$ cat config.mk
export PLATFORM = sky130hd
export DESIGN_NAME = dec_counter
export DESIGN_NICKNAME = d
export VERILOG_FILES = /design/src/rtl/dec_counter_pkg.sv /design/src/rtl/dec_counter_reg.sv /design/src/rtl/dec_counter.sv
export SDC_FILE = /design/constraint.sdc
export NUM_CORES = 1
export LEC_CHECK = 0
export CORE_ASPECT_RATIO = 0.9
export CORE_UTILIZATION = 42
export DETAILED_ROUTE_END_ITERATION = 6
export PLACE_DENSITY_LB_ADDON = 0.25
export SYNTH_ARGS = -nofsm -noshare
export SYNTH_HDL_FRONTEND = slang
export SYNTH_SLANG_ARGS = --single-unit
$ cat constraint.sdc
create_clock -name sck -period 2.5 [get_ports sck]
set_input_delay 0.375 -clock sck [delete_from_list [all_inputs] [get_ports sck]]
set_output_delay 0.375 -clock sck [all_outputs]
set_load 0.03 [all_outputs]
$ cat src/rtl/dec_counter_pkg.sv
// Shared types and constants for the dec_counter loadable down-counter.
package dec_counter_pkg;

  localparam int DEFAULT_SIZE = 8;

  typedef enum logic [1:0] {
    ST_IDLE = 2'd0,
    ST_RUN  = 2'd1,
    ST_DONE = 2'd2
  } state_t;

endpackage

$ cat src/rtl/dec_counter_reg.sv
// Count register for dec_counter: load, decrement-to-zero or hold, with zero/one flags.
module dec_counter_reg
  import dec_counter_pkg::*;
#(
  parameter int SIZE = DEFAULT_SIZE
) (
  input  logic            clk,
  input  logic            rst,
  input  logic            ld,
  input  logic [SIZE-1:0] ld_val,
  input  logic            dec,
  output logic [SIZE-1:0] count,
  output logic            zero,
  output logic            one
);

  // The decrement is suppressed at zero so the count can never wrap.
  always_ff @(posedge clk) begin
    if (!rst) begin
      count <= '0;
    end else if (ld) begin
      count <= ld_val;
    end else if (dec && (count != '0)) begin
      count <= count - SIZE'(1);
    end
  end

  assign zero = (count == '0);
  assign one  = (count == SIZE'(1));

endmodule

$ cat src/rtl/dec_counter.sv
// Loadable down-counter with a one-cycle done pulse at terminal count.
// Optional periodic reload is enabled by defining AUTO_RELOAD_EN.
module dec_counter
  import dec_counter_pkg::*;
#(
  parameter int SIZE = DEFAULT_SIZE
) (
  input  logic            sck,
  input  logic            rst,
  input  logic            load,
  input  logic [SIZE-1:0] load_val,
  input  logic            sub1,
  output logic [SIZE-1:0] count,
  output logic            busy,
  output logic            done,
  output logic            zero
);

  state_t          state;
  state_t          state_nxt;
  logic            reg_ld;
  logic [SIZE-1:0] reg_val;
  logic            reg_dec;
  logic            cnt_one;

`ifdef AUTO_RELOAD_EN
  logic [SIZE-1:0] reload;

  // Remembers the last accepted preset so DONE can restart the same span.
  always_ff @(posedge sck) begin
    if (!rst) begin
      reload <= '0;
    end else if (load) begin
      reload <= load_val;
    end
  end
`endif

  always_ff @(posedge sck) begin
    if (!rst) begin
      state <= ST_IDLE;
    end else begin
      state <= state_nxt;
    end
  end

  // A load is honoured in every state and overrides strobes and any reload.
  always_comb begin
    state_nxt = state;
    reg_ld    = 1'b0;
    reg_val   = load_val;
    reg_dec   = 1'b0;
    if (load) begin
      reg_ld    = 1'b1;
      reg_val   = load_val;
      state_nxt = (load_val != '0) ? ST_RUN : ST_DONE;
    end else begin
      case (state)
        ST_IDLE: begin
          state_nxt = ST_IDLE;
        end
        ST_RUN: begin
          if (sub1) begin
            reg_dec = 1'b1;
            if (cnt_one || zero) begin
              state_nxt = ST_DONE;
            end
          end
        end
        ST_DONE: begin
`ifdef AUTO_RELOAD_EN
          reg_ld    = 1'b1;
          reg_val   = reload;
          state_nxt = (reload != '0) ? ST_RUN : ST_IDLE;
`else
          state_nxt = ST_IDLE;
`endif
        end
        default: begin
          state_nxt = ST_IDLE;
        end
      endcase
    end
  end

  always_comb begin
    busy = (state == ST_RUN);
    done = (state == ST_DONE);
  end

  dec_counter_reg #(
    .SIZE(SIZE)
  ) u_reg (
    .clk   (sck),
    .rst   (rst),
    .ld    (reg_ld),
    .ld_val(reg_val),
    .dec   (reg_dec),
    .count (count),
    .zero  (zero),
    .one   (cnt_one)
  );

endmodule
==> results.md <==
* Status: completed
* Synthesized-area fraction occupied by xor and xnor cells at 0.0276
* Initial antenna violation count at 0
* Largest stage delay on the critical path at 0.49 ns
* Net count of the mapped netlist at 97
* GR Overflow Total at 0
* Max Fanout on Critical Path at 6
* Mean instance size in the synthesized netlist at 7.75 um^2
* IO Pins at 23
* Portion of total power attributed to combinational logic at 0.334
* Total of cells resized after clock tree synthesis at 1
* Number of core rows at 12
* IR drop worst, VDD at about 0.36 mV
* Clock sinks at 10
* Final max-slew violation count at 0
* I/O Buffers at 22
* Share of synthesized cell area in and, or, nand and nor gates at 0.329
* Number of endpoints failing setup at the final stage at 0
* Clock skew after layout at approximately 0.0027 ns
* Worst setup EP type: output port
* Dominant combinational cell family by area after synthesis: simple AND/OR/NAND/NOR gates
* Category of the worst setup path launch point: flop
* RSZ-0062 raised after global routing: no
* Fin. Hold Viols at 0
* Synthesis-to-layout area growth at 41.3%
* Total wire length after detailed routing at 1.69 mm
* Number of warnings printed during yosys synthesis at 0
* Post-synthesis adder-cell area fraction at 0.0591
* Power share of the sequential group at 0.415
* Cell at the slowest stage of the critical path: sky130_fd_sc_hd__or4b_4
* Cell-by-cell trace of the critical path: inv_1 > ha_1 > or4b_4 > nor2_1 > dlygate4sd2_1
* Clock root cell: sky130_fd_sc_hd__clkbuf_4
* Kind of cell with the highest combined delay on the critical path: simple AND/OR/NAND/NOR gates
* Crit share post-route at 0.922
* Clock tree from TritonCTS: done
* Number of buffers on the longest clock path at 2
* Hpwl dp at approximately 1.3 mm
* Fraction of synthesized area in multiplexers at 0
* Setup Buffers After CTS at 0
* Predominant post-synthesis flop cell: sky130_fd_sc_hd__dfxtp_1
* Global placement routability congestion at between 0.8 and 0.9
* Fin crit period at about 2.3 ns
* Worst-case headroom to the max-slew limit at 0.657
* Complex-gate fraction of the synthesized area at 0.217
* Drt drc at 0
* Most frequent cell after synthesis: sky130_fd_sc_hd__dfxtp_1
* Share of async-settable or async-resettable flops after synthesis at 0
* Post-synthesis sequential element count at 10
* Clk_lat worst skew at 0.27 ns
* Hold buffer count at CTS at 0
* Highest clock frequency the design can meet at roughly 430 MHz
* CP arrival at about 1.9 ns
* DRT antenna net count at 0
* Cell area after synthesis at approximately 640 um^2
* Part of the total power dissipated in the clock network at 0.251
* Clock transition at the registers of the reported paths at 0.06 ns
* Average routed wire per standard cell at approximately 14 um
* Sum of buffers and inverters on the critical path at 2
* CP Class: reg -> out
* Wire length of the first global-routing pass at ~2.8 mm
* Total negative setup slack at 0 ns
* Synth top area share at 0.315
* Switching Share at 0.337
* Count of inserted antenna diode cells at 0
* H-Tree Depth at 1
* Class of the tightest hold or removal check: reg -> reg
* Largest net degree at the start of global routing at 12
* EDFF count, synth at 0
* Die area at between 1500 and 2000 um^2
* Fraction of layout cells with a size suffix above 1 at 0.0748
* Total routing resource utilization after global routing at 0.230
* Starting Density at 0.481
* WP data required at 2.12 ns
* Worst hold-check slack at around 0.53 ns
* Post-synthesis instance total at between 80 and 90
* Number of vias after detailed routing at 714
* CTS buffer count at 3
* Pwr/cell area at ~500 nW/um^2
* Slew at the pin closest to its max-slew limit at slightly above 0.5 ns
* Commonest cells in the netlist: 10 x sky130_fd_sc_hd__dfxtp_1, 8 x sky130_fd_sc_hd__nor2_1, 7 x sky130_fd_sc_hd__inv_1, 6 x sky130_fd_sc_hd__nand2_1, 6 x sky130_fd_sc_hd__nand3_1
* Via count normalized by instance count at approximately 5.9
* Area leader, netlist: sky130_fd_sc_hd__dfxtp_1
* Placeable core area at between 1000 and 1500 um^2
* Width of the die at 43.0 um
* Number of different library cells in the post-synthesis netlist at 31
* Fraction of the yosys area taken by sequential cells at 0.315
* Max cap viols at 0
* Number of iterations in the first detailed-routing pass at 5
* Leakage power summed over all cells at between 0.3 and 0.4 nW
* Switching power summed over all nets at between 100 and 150 uW
* Violation count after the first detailed-routing iteration at 28
* DIE HEIGHT at 38.9 um
* Final core utilization at 0.680
* Vias in the first global route at 630
* Top post-synthesis cells by area: sky130_fd_sc_hd__dfxtp_1 31%, sky130_fd_sc_hd__ha_1 5.9%, sky130_fd_sc_hd__nand3_1 4.7%
* Internal portion of total power at approximately 290 uW
* Count of nets after finishing at about 120
==> per-stage QoR <==
step                      cell area, um^2  power, mW  std cells  worst slack [ns]
final                                 898      0.444        121             0.196
after global routing                  898      0.467        121             0.100
after CTS                             898      0.445        121             0.177
after detailed placement              877      0.336        118             0.198
after global placement                877      0.333        118             0.263
after floorplan                       636      0.274         82             0.491
==> layer usage <==
| metal | GRT usage | vias up | part of all wire |
|---|---|---|---|
| met5 | 0 | - | 0 |
| met4 | 0.0682 | 0 | 0.0059 |
| met3 | 0.0561 | 2 | 0.085 |
| met2 | 0.417 | 33 | 0.47 |
| met1 | 0.273 | 328 | 0.43 |
| li1 | - | 351 | - |
==> power by group through the flow <==
stage / Combinational, mW / Clock [mW] / Sequential (mW)
2_1_floorplan: 0.0712 / 0 / 0.203
3_3_place_gp: 0.147 / 0 / 0.186
3_5_place_dp: 0.148 / 0 / 0.187
4_1_cts: 0.148 / 0.114 / 0.184
5_1_grt: 0.160 / 0.121 / 0.185
6_report: 0.148 / 0.112 / 0.184
==> path summary, 6_finish.rpt <==
kind | slack, ns | startpoint | to | cells past startpoint
max | 0.20 | u_reg.count[0] | zero | 5
min | 0.53 | u_reg.count[7] | u_reg.count[7] | 2
max reg2reg | 0.60 | u_reg.count[0] | u_reg.count[1] | 6
min reg2reg | 0.53 | u_reg.count[7] | u_reg.count[7] | 2
==> cell usage in the layout, fill, tap and decap left out, types with 4 or more instances in the layout <==
master,n
sky130_fd_sc_hd__clkdlybuf4s50_1,21
sky130_fd_sc_hd__dfxtp_1,10
sky130_fd_sc_hd__nor2_1,8
sky130_fd_sc_hd__inv_1,7
sky130_fd_sc_hd__nand3_1,6
sky130_fd_sc_hd__nand2_1,6
sky130_fd_sc_hd__a21oi_1,5
sky130_fd_sc_hd__nor3_1,4
sky130_fd_sc_hd__o21ai_0,4
==> cells by family (layout without fill, tap and decap cells) <==
| family | count (synthesis) | in the layout |
|---|---|---|
| and+or+nand+nor | 38 | 38 |
| AOI/OAI and AO/OA | 20 | 20 |
| DFF | 10 | 10 |
| buffers and inverters | 9 | 34 |
| adders and majority gates | 3 | 3 |
| xor gates and xnor gates | 2 | 2 |
==> registers in the layout, indices dropped and copies added (netlist names) <==
signal,count
u_reg.count,8
state,2
==> layout make-up <==
class / instances / area [um^2]
repair buffers: 23 / 226
fillers: 112 / 423
multi-input cells: 63 / 402
well taps: 14 / 17.5
clock buffers: 3 / 22.5
inverters: 8 / 30.0
flip-flops and latches: 10 / 200
==> worst reg2reg max path: stages (launching register included) <==
cell and delay, ns:
sky130_fd_sc_hd__dfxtp_1 0.37, sky130_fd_sc_hd__inv_1 0.11, sky130_fd_sc_hd__ha_1 0.21, sky130_fd_sc_hd__or4b_4 0.49, sky130_fd_sc_hd__o21a_4 0.25, sky130_fd_sc_hd__a22o_1 0.20, sky130_fd_sc_hd__o21a_1 0.17
(Power assumes the default switching activity.)
